$ cat src/rtl/serial_subtractor.sv
// Bit-serial subtractor: computes a-b LSB first, one bit per clock, and reports
// the difference with unsigned borrow, signed overflow and zero flags.
module serial_subtractor #(
    parameter int unsigned WIDTH = 8
) (
    input  logic             clk,
    input  logic             rst_n,
    input  logic             start,
    input  logic [WIDTH-1:0] a,
    input  logic [WIDTH-1:0] b,
    output logic             busy,
    output logic             done,
    output logic [WIDTH-1:0] diff,
    output logic             borrow,
    output logic             overflow,
    output logic             zero
);

    localparam int unsigned CW = $clog2(WIDTH);
    localparam logic [CW-1:0] LAST_BIT = CW'(WIDTH - 1);

    typedef enum logic [1:0] {
        IDLE,
        SHIFT,
        FINISH
    } state_t;

    state_t           state_q;
    logic [WIDTH-1:0] a_sh_q;
    logic [WIDTH-1:0] b_sh_q;
    logic             a_msb_q;
    logic             b_msb_q;
    logic [WIDTH-1:0] sr_q;
    logic [CW-1:0]    cnt_q;
    logic             bin_q;
    logic             busy_q;
    logic             done_q;
    logic [WIDTH-1:0] diff_q;
    logic             borrow_q;
    logic             overflow_q;
    logic             zero_q;

    logic             a_bit;
    logic             b_bit;
    logic             diff_bit_d;
    logic             bout_d;

    // Operands shift right alongside the result so bit 0 is always the current bit.
    always_comb begin
        a_bit      = a_sh_q[0];
        b_bit      = b_sh_q[0];
        diff_bit_d = a_bit ^ b_bit ^ bin_q;
        bout_d     = (~a_bit & b_bit) | (~(a_bit ^ b_bit) & bin_q);
    end

    always_ff @(posedge clk) begin
        if (!rst_n) begin
            state_q    <= IDLE;
            a_sh_q     <= '0;
            b_sh_q     <= '0;
            a_msb_q    <= 1'b0;
            b_msb_q    <= 1'b0;
            sr_q       <= '0;
            cnt_q      <= '0;
            bin_q      <= 1'b0;
            busy_q     <= 1'b0;
            done_q     <= 1'b0;
            diff_q     <= '0;
            borrow_q   <= 1'b0;
            overflow_q <= 1'b0;
            zero_q     <= 1'b0;
        end else begin
            done_q <= 1'b0;
            unique case (state_q)
                IDLE: begin
                    if (start) begin
                        a_sh_q  <= a;
                        b_sh_q  <= b;
                        a_msb_q <= a[WIDTH-1];
                        b_msb_q <= b[WIDTH-1];
                        sr_q    <= '0;
                        cnt_q   <= '0;
                        bin_q   <= 1'b0;
                        busy_q  <= 1'b1;
                        state_q <= SHIFT;
                    end
                end
                SHIFT: begin
                    sr_q   <= {diff_bit_d, sr_q[WIDTH-1:1]};
                    a_sh_q <= a_sh_q >> 1;
                    b_sh_q <= b_sh_q >> 1;
                    bin_q  <= bout_d;
                    cnt_q  <= cnt_q + 1'b1;
                    if (cnt_q == LAST_BIT) begin
                        state_q <= FINISH;
                    end
                end
                FINISH: begin
                    diff_q     <= sr_q;
                    borrow_q   <= bin_q;
                    overflow_q <= (a_msb_q != b_msb_q) && (sr_q[WIDTH-1] != a_msb_q);
                    zero_q     <= (sr_q == '0);
                    done_q     <= 1'b1;
                    busy_q     <= 1'b0;
                    state_q    <= IDLE;
                end
                default: begin
                    busy_q  <= 1'b0;
                    state_q <= IDLE;
                end
            endcase
        end
    end

    assign busy     = busy_q;
    assign done     = done_q;
    assign diff     = diff_q;
    assign borrow   = borrow_q;
    assign overflow = overflow_q;
    assign zero     = zero_q;

endmodule

$ cat config.mk
export PLATFORM = sky130hd
export DESIGN_NAME = serial_subtractor
export DESIGN_NICKNAME = d
export VERILOG_FILES = /design/src/rtl/serial_subtractor.sv
export SDC_FILE = /design/constraint.sdc
export NUM_CORES = 1
export LEC_CHECK = 0
export CORE_ASPECT_RATIO = 1.75
export CORE_MARGIN = 4
export CORE_UTILIZATION = 44
export CTS_CLUSTER_SIZE = 24
export DETAILED_ROUTE_END_ITERATION = 16
export GPL_ROUTABILITY_DRIVEN = 0
export PLACE_DENSITY = 0.68
export SKIP_CTS_REPAIR_TIMING = 1
export SLEW_MARGIN = 30
export SYNTH_ARGS = -nofsm -noshare
export SYNTH_HDL_FRONTEND = slang
export SYNTH_SLANG_ARGS = --single-unit
$ cat constraint.sdc
create_clock -name clk -period 1.4 [get_ports clk]
set_clock_uncertainty 0.1 [all_clocks]
set_input_delay 0.42 -clock clk [delete_from_list [all_inputs] [get_ports clk]]
set_output_delay 0.42 -clock clk [all_outputs]
set_load 0.02 [all_outputs]
Word-level counts from Yosys, hierarchy flattened
Cells that the tools add are included.

word-level totals
  flip-flop bits (word level) = 45
  input bits = 19
  output and inout bits = 13
  logic and storage cells = 54

cells by class
  add/subtract/negate cells = 1
  equality and inequality tests = 7
  mux-type cells = 16
  bitwise operators = 8
  reductions and logical operators = 8

operator list
  kind                                                                    count
  8-bit case mux with 2 select lines                                      3
  8-bit two-way mux                                                       3
  8-bit zero test                                                         1
  2-bit AND reduction                                                     4
  3-bit case mux with 2 select lines                                      1
  2-bit two-way mux                                                       2
  2-bit inequality test (second input constant)                           2
  1-bit case mux with 2 select lines                                      2
  2-bit case mux with 2 select lines                                      1
  3-bit by 1-bit adder with 3-bit output (second input constant)          1
  3-bit equality test (second input constant)                             1
  1-bit two-way mux                                                       3
  3-bit two-way mux                                                       1
  1-bit NOT                                                               3
  1-bit bitwise AND                                                       2
  2-bit by 1-bit equality test with 1-bit output (second input constant)  1
  2-bit equality test (second input constant)                             1
  2-bit zero test                                                         1
  1-bit inequality test                                                   2
  2-bit nonzero test                                                      1
  1-bit bitwise XOR                                                       2
  1-bit logical AND                                                       1
  1-bit bitwise OR                                                        1

Longest topological paths before layout
Gate-level depths: netlist of run 1.

  word-level depth = 5
  gate-level depth with buffers = 6
  depth with buffers taken out = 4

Worst setup path after synthesis of run 1
No wires, ideal clock.

  path type = reg2reg
  start = reg a_sh_q[0]
  end = reg sr_q[7]
  setup time = 0.115 ns
  data arrival time = 1.057 ns
  setup slack = 0.128 ns
  cell stages (with the launch flop) = 5
  path buffers = 0
  clock period less this slack = 1.272 ns
  cells stage by stage = dfxtp_1 inv_1 fa_1 o2bb2ai_1 and2_1

on the way
  longest elaborated chain between the ends = 3

RTL lines
  item                                RTL line  text
  start, declared                     29        logic [WIDTH-1:0] a_sh_q;
  start signal, assigned              90        a_sh_q <= a_sh_q >> 1;
  1-bit bitwise XOR (2 in a row)      52        diff_bit_d = a_bit ^ b_bit ^ bin_q;
  8-bit case mux with 2 select lines  74        unique case (state_q)
  end signal, assigned                89        sr_q <= {diff_bit_d, sr_q[WIDTH-1:1]};
  end, declared                       33        logic [WIDTH-1:0] sr_q;

No other way between the ends.
A chain may end at the register's enable or synchronous reset.

Worst setup path in the final report of run 1
  start = reg diff_q[2] (netlist: diff[2])
  end = out diff[2]

RTL lines
  item                    RTL line  text
  start, declared         38        logic [WIDTH-1:0] diff_q;
  start signal, assigned  99        diff_q <= sr_q;
  end, declared           13        output logic [WIDTH-1:0] diff,

No word-level cell between the ends.

==> flow_metrics.env, run 1 <==
export IMPL_cts_root_buf="clkbuf_8"
export IMPL_grt_usage_pct=14.9
export IMPL_fin_util_pct=56.8
export IMPL_status="completed"
export IMPL_async_flop_share_pct=0
export IMPL_multiInputGateArea_um2=878
export IMPL_powerDensity_nw_per_um2=1050
export IMPL_die_area_um2=5460
export IMPL_portBuffers=31
export IMPL_synthFlopType="dfxtp_1"
export IMPL_fmax_mhz=738
export IMPL_grt_pass1_wl_um=6320
export IMPL_path_clk_slew_ps=80
export IMPL_relSlewSlack_pct=67.8
export IMPL_crit_buf_inv=1
export IMPL_fin_nets=266
export IMPL_cts_buffers_inserted=5
export IMPL_use_met3_pct=3.69
export IMPL_syn_to_final_growth_pct=24.6
export IMPL_drt_iter0_drc=20
export IMPL_fp_dieW_um=57.6
export IMPL_drt_wirelength_per_cell_um=13.1
export IMPL_max_stage_delay_ps=320
export IMPL_viasPerCell=5.15
export IMPL_h_tree_depth=2
export IMPL_hpwl_um=2690
export IMPL_cp_end_kind="primary output"
export IMPL_drc_errors=0
export IMPL_place_area_um2=2280
export IMPL_tightestPinTransition_ps=483
export IMPL_cap_violations=0
export IMPL_final_cell_area_um2=2360
export IMPL_totalWireLength_um=3840
export IMPL_dpl_worst_slack_ps=-536
export IMPL_fp_coreArea_um2=4150
export IMPL_p_leak_uw=0.000997
export IMPL_ant_nets=0
export IMPL_cts_max_path_buffers=2
export IMPL_fillers=389
export IMPL_reg2regPathDepth=4
export IMPL_reg2reg_slack_ps=90
export IMPL_holdWs_ps=360
export IMPL_slowest_stage="dfxtp_1"
export IMPL_crit_type="flip-flop to primary output"
export IMPL_ir_worst_vdd_uv=945
export IMPL_antenna_found_initial=0
export IMPL_vias=1510
export IMPL_rsz0062_at_grt="false"
export IMPL_insertedDiodeCount=0
export IMPL_required_ps=880
export IMPL_timing_rr_start="a_sh_q[0]$_SDFFE_PN0P_"
export IMPL_cts_sinks=45
export IMPL_synth_seq_cells=45
export IMPL_cp_cell_sequence="dlymetal6s2s_1"
export IMPL_layout_worst_path_cycle_share_pct=96.8
export IMPL_final_cell_mix="dfxtp_1 (43), nand2_1 (35), a21oi_1 (29), clkdlybuf4s50_1 (17)"
export IMPL_synth_net_count=230
export IMPL_synthCells=208
export IMPL_firstDrtPassIters=4
export IMPL_die_h_um=94.8
export IMPL_crit_family="flip-flops"
export IMPL_start_kind="flip-flop"
export IMPL_finalSetupTns_ps=0
export IMPL_min_to="zero$_SDFFE_PN0P_"
export IMPL_min_from="zero$_SDFFE_PN0P_"
export IMPL_crit_path_max_fanout=2
export IMPL_setup_violations_final=0
export IMPL_r2r_end="sr_q[7]$_SDFFE_PN0P_"
export IMPL_clk_latency_ps=290
export IMPL_grt_overflow=0
export IMPL_drive_gt1_share_pct=15.2
export IMPL_io_pins=32
export IMPL_synth_warnings=0
export IMPL_drv_slew=0
export IMPL_grt_use_met1_pct=14.5
export IMPL_use_met2_pct=28.1
export IMPL_min_path_type="flip-flop to flip-flop"
export IMPL_final_common_cell="dfxtp_1"
export IMPL_grt_max_degree=25
export IMPL_period_needed_ps=1350
export IMPL_busiest_layer="met2"
export IMPL_seqCellArea_um2=903
export IMPL_hold_viol_final=0
export IMPL_ys_seq_area_share_pct=47.6
export IMPL_synth_distinct_cells=35
export IMPL_cts_tree="done"
export IMPL_start_util_pct=45.6
export IMPL_grt_pass1_vias=1462
export IMPL_worst_slack_ps=45.3
export IMPL_rows=31
export IMPL_synth_avg_cell_area_um2=9.10
export IMPL_critPathArrivalTime_ps=830
export IMPL_hold_depth=2
export IMPL_synth_edf_count=0
export IMPL_netlist_area_um2=1890
cell usage after synthesis, types with 3 or more instances:
master     n  area share (%)
a21boi_0   9             3.6
a21oi_1   29             7.7
a22oi_1   10             4.0
buf_2      3            0.79
buf_4      3             1.2
buf_6      5             3.0
clkbuf_1   3            0.59
dfxtp_1   45              48
inv_1      3            0.59
mux2i_1    3             1.6
nand2_1   35             6.9
nand2b_1   3            0.99
nor2b_1   15             5.0
o21ai_0   15             4.0
worst min-delay path, stage by stage (launching register included):
cell and delay [ps]:
dfxtp_1 320, nand3_1 60, nand2_1 40
state kept, by name, indices dropped and copies added, names as in the netlist:
signal / flops
a_sh_q: 8
b_sh_q: 8
diff: 8
sr_q: 8
cnt_q: 3
state_q: 2
a_msb_q: 1
b_msb_q: 1
bin_q: 1
borrow: 1
busy: 1
done: 1
overflow: 1
zero: 1
through the flow:
step	total power, uW	instances
global placement	1690	284
detailed placement	1690	284
global route	2580	293
finish	2460	293
floorplan	1580	208
CTS	2490	291
power by group:
| group | total [uW] | switching (uW) | internal (uW) |
|---|---|---|---|
| combinational | 299 | 136 | 163 |
| clock | 795 | 403 | 392 |
| sequential | 1370 | 38.6 | 1330 |
| total | 2460 | 577 | 1890 |
final cells by class:
cell class                 count  area share (%)
sequential                    45            38.3
inverter                       3           0.477
tap                           49            2.60
clock buffer                   7            3.66
multi-input combinational    145            37.2
timing repair buffer          44            17.7
routing by layer:
metal	share of wire, %	wire, um
met3	3.9	148
met4	2.3	88
met5	0	0
met1	39	1510
met2	54	2090
cell families after synthesis:
logic type                 after synthesis  share of synthesized area [%]
AOI/OAI and AO/OA                       72                           24.0
and+or+nand+nor                         66                           17.8
DFF                                     45                           47.6
buffers and inverters                   19                           6.61
muxes                                    3                           1.59
adders and majority gates                3                           2.38
how the worst max path moves through the flow:
| stage | startpoint | end | cells past startpoint |
|---|---|---|---|
| after floorplan | a_sh_q[0]$_SDFFE_PN0P_ | sr_q[7]$_SDFFE_PN0P_ | 4 |
| after global placement | start | sr_q[0]$_SDFFE_PN0P_ | 4 |
| after detailed placement | start | sr_q[0]$_SDFFE_PN0P_ | 4 |
| after CTS | diff[7]$_SDFFE_PN0P_ | diff[7] | 1 |
| after global routing | diff[2]$_SDFFE_PN0P_ | diff[2] | 1 |
| final | diff[2]$_SDFFE_PN0P_ | diff[2] | 1 |
(Power assumes the default switching activity.)
==> inputs of run 2 (changes only) <==
--- a/config.mk
+++ b/config.mk
@@ -13,7 +13,7 @@
 export GPL_ROUTABILITY_DRIVEN = 0
 export PLACE_DENSITY = 0.68
 export SKIP_CTS_REPAIR_TIMING = 1
-export SLEW_MARGIN = 30
+export SLEW_MARGIN = 10
 export SYNTH_ARGS = -nofsm -noshare
 export SYNTH_HDL_FRONTEND = slang
 export SYNTH_SLANG_ARGS = --single-unit
==> constraint.sdc (replaced) <==
create_clock -name clk -period 1.65 [get_ports clk]
set_clock_uncertainty 0.1 [all_clocks]
set_input_delay 0.495 -clock clk [delete_from_list [all_inputs] [get_ports clk]]
set_output_delay 0.495 -clock clk [all_outputs]
set_load 0.02 [all_outputs]
==> run 2 against run 1 <==
- sequential power decreased by 15%
- hold slack barely moved
- via count rose by 1.3%
- flip-flop and latch count unchanged
- critical path depth unchanged
- die area stayed put
- first-iteration DRC count up 30%
- sequential share of layout area fell by 1.1 points
- highest routed layer unchanged
==> flow_metrics.env, run 2 (synthesis gave the netlist of run 1 again) <==
export IMPL_timing_rr_start="state_q[1]$_SDFFE_PN0P_"
export IMPL_ant_nets=0
export IMPL_drt_wirelength_per_cell_um=13.4
export IMPL_fp_dieW_um=57.6
export IMPL_io_pins=32
export IMPL_fillers=373
export IMPL_reg2regPathDepth=4
export IMPL_switching_share_pct=22.3
export IMPL_slowest_stage="dfxtp_1"
export IMPL_reg2reg_slack_ps=200
export IMPL_vias=1529
export IMPL_die_h_um=94.8
export IMPL_p_total_uw=2260
export IMPL_powerDensity_nw_per_um2=934
export IMPL_die_area_um2=5460
export IMPL_rsz0062_at_grt="false"
export IMPL_final_cell_area_um2=2420
export IMPL_cap_violations=0
export IMPL_max_stage_delay_ps=340
export IMPL_grt_pass1_vias=1502
export IMPL_crit_buf_inv=1
export IMPL_r2r_end="a_sh_q[2]$_SDFFE_PN0P_"
export IMPL_final_common_cell="dfxtp_1"
export IMPL_setup_violations_final=0
export IMPL_crit_start="borrow$_SDFFE_PN0P_"
export IMPL_cp_end_kind="primary output"
export IMPL_path_clk_slew_ps=80
export IMPL_cts_tree="done"
export IMPL_switching_power_uw=504
export IMPL_grt_pass1_wl_um=6300
export IMPL_portBuffers=31
export IMPL_drv_slew=0
export IMPL_drive_gt1_share_pct=9.17
export IMPL_cts_sinks=45
export IMPL_min_from="zero$_SDFFE_PN0P_"
export IMPL_grt_overflow=0
export IMPL_start_kind="flip-flop"
export IMPL_cp_depth=1
export IMPL_status="completed"
export IMPL_fin_cells=289
export IMPL_fin_nets=261
export IMPL_start_util_pct=45.6
export IMPL_tightestPinTransition_ps=523
export IMPL_crit_path_max_fanout=2
export IMPL_seqCellArea_um2=902
export IMPL_cts_max_path_buffers=2
export IMPL_critPathArrivalTime_ps=880
export IMPL_h_tree_depth=2
export IMPL_p_clk_share_pct=37.5
export IMPL_cts_root_buf="clkbuf_8"
export IMPL_hpwl_um=2670
export IMPL_clk_latency_ps=300
export IMPL_period_needed_ps=1470
export IMPL_antenna_found_initial=0
export IMPL_cts_buffers_inserted=5
export IMPL_rows=31
export IMPL_layout_worst_path_cycle_share_pct=89.1
export IMPL_insertedDiodeCount=0
export IMPL_comb_power_share_pct=11.1
export IMPL_fmax_mhz=680
export IMPL_relSlewSlack_pct=65.1
export IMPL_totalWireLength_um=3860
export IMPL_ir_worst_vdd_uv=631
export IMPL_viasPerCell=5.29
export IMPL_crit_end="borrow"
export IMPL_final_cell_mix="dfxtp_1 (44), nand2_1 (35), a21oi_1 (29), clkdlybuf4s50_1 (17)"
export IMPL_p_int_uw=1760
export IMPL_drt_iter0_drc=26
export IMPL_multiInputGateArea_um2=878
export IMPL_cp_cell_sequence="dlymetal6s2s_1"
export IMPL_required_ps=1050
export IMPL_hold_viol_final=0
export IMPL_share_seq_of_total_power_pct=51.4
export IMPL_firstDrtPassIters=4
export IMPL_grt_max_degree=25
export IMPL_crit_type="flip-flop to primary output"
export IMPL_p_leak_uw=0.00116
export IMPL_drc_errors=0
export IMPL_place_area_um2=2240
export IMPL_fp_coreArea_um2=4150
export IMPL_dp_cells=279
export IMPL_grt_usage_pct=14.9
export IMPL_crit_family="flip-flops"
export IMPL_min_path_type="flip-flop to flip-flop"
export IMPL_syn_to_final_growth_pct=28.1
-- run 2: cell types whose count changed in the layout (fill, tap and decap cells not counted), sizes merged --
cell,previous run,this run
clkbuf,17,7
dlymetal6s2s,4,14
buf,13,8
bufinv,0,1
-- run 2: area by class of cell --
cell class / count / share of cell area, %
clock buffers: 7 / 3.56
flip-flops and latches: 45 / 37.2
clock inverters: 1 / 1.24
inverters: 3 / 0.464
multi-input cells: 145 / 36.2
well taps: 49 / 2.53
repair buffers: 39 / 18.8
-- run 2: through the flow --
| stage | hold WS [ps] | setup TNS (ps) | setup WS [ps] | util (%) |
|---|---|---|---|---|
| floorplan | 345 | 0 | 378 | - |
| global placement | 349 | -8830 | -317 | 54.0 |
| detailed placement | 351 | -9990 | -368 | 54.0 |
| CTS | 362 | -2950 | -204 | 56.8 |
| global route | 376 | 0 | 46.9 | 58.4 |
| finish | 360 | 0 | 180 | 58.4 |
-- run 2: worst min-delay path by stage --
stage / endpoint / slack (ps) / depth (start not counted)
2_1_floorplan: a_sh_q[2]$_SDFFE_PN0P_ / 340 / 2
3_3_place_gp: diff[4]$_SDFFE_PN0P_ / 350 / 2
3_5_place_dp: zero$_SDFFE_PN0P_ / 350 / 2
4_1_cts: zero$_SDFFE_PN0P_ / 360 / 2
5_1_grt: zero$_SDFFE_PN0P_ / 380 / 2
6_report: zero$_SDFFE_PN0P_ / 360 / 2
-- run 2: routing by layer --
| metal | up-vias | global-route usage (%) | share of wire [%] |
|---|---|---|---|
| li1 | 776 | - | - |
| met2 | 34 | 28.4 | 55 |
| met3 | 4 | 2.46 | 4.2 |
| met5 | - | 0 | 0 |
| met4 | 0 | 8.90 | 1.6 |
| met1 | 715 | 14.2 | 39 |
-- run 2: power by group through the flow --
stage | Sequential (uW) | Combinational, uW | Clock [uW]
2_1_floorplan | 1180 | 161 | 0
3_3_place_gp | 1190 | 241 | 0
3_5_place_dp | 1190 | 244 | 0
4_1_cts | 1160 | 245 | 872
5_1_grt | 1170 | 281 | 910
6_report | 1160 | 251 | 850
==> inputs of run 3 (changes only) <==
--- a/config.mk
+++ b/config.mk
@@ -5,7 +5,7 @@
 export SDC_FILE = /design/constraint.sdc
 export NUM_CORES = 1
 export LEC_CHECK = 0
-export CORE_ASPECT_RATIO = 1.75
+export CORE_ASPECT_RATIO = 0.7
 export CORE_MARGIN = 4
 export CORE_UTILIZATION = 44
 export CTS_CLUSTER_SIZE = 24
==> run 3 against run 2 <==
- combinational power increased by 2%
- non-clock buffer count unchanged
- core utilization increased by 0.86 points
- register-to-register slack got worse by 80 ps
- final cell count increased by 1.0%
- sequential power about the same
- first-iteration DRC count increased by 120%
- worst setup slack got worse by 62 ps
- final area decreased by 1.2%
- power decreased by 8.9%
- critical endpoint is now a_sh_q[2]$_SDFFE_PN0P_
==> flow_metrics.env, run 3 (synthesis gave the netlist of run 1 again) <==
export IMPL_crit_path_max_fanout=12
export IMPL_drt_wirelength_per_cell_um=13.5
export IMPL_required_ps=1760
export IMPL_ant_nets=0
export IMPL_syn_to_final_growth_pct=26.6
export IMPL_viasPerCell=5.25
export IMPL_share_seq_of_total_power_pct=56.4
export IMPL_grt_pass1_vias=1447
export IMPL_grt_max_degree=30
export IMPL_grt_overflow=0
export IMPL_portBuffers=31
export IMPL_h_tree_depth=2
export IMPL_ir_worst_vdd_uv=460
export IMPL_fillers=380
export IMPL_start_kind="flip-flop"
export IMPL_fin_util_pct=59.3
export IMPL_wl_met2_um=1730
export IMPL_insertedDiodeCount=0
export IMPL_comb_power_share_pct=12.4
export IMPL_critPathArrivalTime_ps=1640
export IMPL_place_area_um2=2240
export IMPL_clk_latency_ps=290
export IMPL_top_layer="met4"
export IMPL_p_int_uw=1560
export IMPL_min_path_type="flip-flop to flip-flop"
export IMPL_slowest_stage="dfxtp_1"
export IMPL_drv_slew=0
export IMPL_switching_power_uw=503
export IMPL_crit_buf_inv=1
export IMPL_setup_violations_final=0
export IMPL_relSlewSlack_pct=63.3
export IMPL_fp_dieW_um=86.4
export IMPL_switching_share_pct=24.4
export IMPL_hold_viol_final=0
export IMPL_tightestPinTransition_ps=551
export IMPL_p_clk_share_pct=31.2
export IMPL_fmax_mhz=653
export IMPL_cp_cell_sequence="nand2b_1 > buf_4 > nand2_1 > a31oi_1"
export IMPL_drc_errors=0
export IMPL_status="completed"
export IMPL_rows=19
export IMPL_final_cell_mix="dfxtp_1 (45), nand2_1 (35), a21oi_1 (29), clkdlybuf4s50_1 (17)"
export IMPL_totalWireLength_um=3950
export IMPL_cts_sinks=45
export IMPL_cap_violations=0
export IMPL_crit_type="flip-flop to flip-flop"
export IMPL_final_cell_area_um2=2400
export IMPL_holdWs_ps=356
export IMPL_wl_met3_um=176
export IMPL_die_area_um2=5430
export IMPL_wl_met1_um=2010
export IMPL_crit_family="flip-flops"
export IMPL_final_common_cell="dfxtp_1"
export IMPL_fin_nets=261
export IMPL_powerDensity_nw_per_um2=861
export IMPL_cts_max_path_buffers=2
export IMPL_die_h_um=62.9
export IMPL_firstDrtPassIters=4
export IMPL_p_leak_uw=0.00114
export IMPL_antenna_found_initial=0
export IMPL_grt_pass1_wl_um=6670
export IMPL_period_needed_ps=1530
export IMPL_drive_gt1_share_pct=9.17
export IMPL_cts_buffers_inserted=5
export IMPL_rsz0062_at_grt="true"
export IMPL_grt_usage_pct=15.1
export IMPL_cts_tree="done"
export IMPL_drt_iter0_drc=57
export IMPL_max_stage_delay_ps=620
export IMPL_path_clk_slew_ps=80
export IMPL_fp_coreArea_um2=4040
export IMPL_start_util_pct=46.8
export IMPL_hpwl_um=2650
export IMPL_cp_end_kind="flip-flop"
export IMPL_cts_root_buf="clkbuf_8"
export IMPL_vias=1532
export IMPL_io_pins=32
export IMPL_layout_worst_path_cycle_share_pct=92.9
[run 3: cell count changes in the layout (fill, tap and decap cells not counted), sizes merged]
cell / delta
bufinv: -1
clkinv: +2
clkbuf: -1
[run 3: layer usage]
metal | up-vias | GRT usage [%]
li1 | 784 | -
met1 | 719 | 21.6
met2 | 24 | 22.0
met3 | 5 | 4.22
met4 | 0 | 4.09
met5 | - | 0
[run 3: power groups by stage]
stage	clock [uW]	sequential (uW)	combinational, uW
after global placement	0	1190	241
after CTS	669	1160	247
after floorplan	0	1180	161
after global routing	711	1170	285
after detailed placement	0	1190	245
final	643	1160	256
[run 3: path summary, 6_finish.rpt]
kind | from | to | slack (ps) | cells after the start
worst max-delay path | state_q[1]$_SDFFE_PN0P_ | a_sh_q[2]$_SDFFE_PN0P_ | 120 | 4
worst min-delay path | zero$_SDFFE_PN0P_ | zero$_SDFFE_PN0P_ | 360 | 2
worst max register to register | state_q[1]$_SDFFE_PN0P_ | a_sh_q[2]$_SDFFE_PN0P_ | 120 | 4
worst min register to register | zero$_SDFFE_PN0P_ | zero$_SDFFE_PN0P_ | 360 | 2
[run 3: metrics by stage]
stage / total power, uW / cells / setup slack [ps] / TNS, ps
CTS: 2080 / 290 / -197 / -3190
floorplan: 1340 / 208 / 378 / 0
finish: 2060 / 292 / 118 / 0
global route: 2160 / 292 / -25.2 / -25.2
global placement: 1430 / 282 / -346 / -9600
detailed placement: 1430 / 282 / -379 / -10100
[run 3: final cells by class]
type	instances	area (um^2)	area share (%)
Sequential cell	45	901	37.6
Tap cell	52	65.1	2.72
Multi-Input combinational cell	145	881	36.8
Timing Repair Buffer	39	455	19.0
Clock inverter	2	10.0	0.418
Clock buffer	6	72.6	3.03
Inverter	3	11.3	0.470
[run 3: worst reg2reg max path, cell delays in order (launching register included)]
cell and delay, ps:
dfxtp_1 620, nand2b_1 270, buf_4 210, nand2_1 70, a31oi_1 180
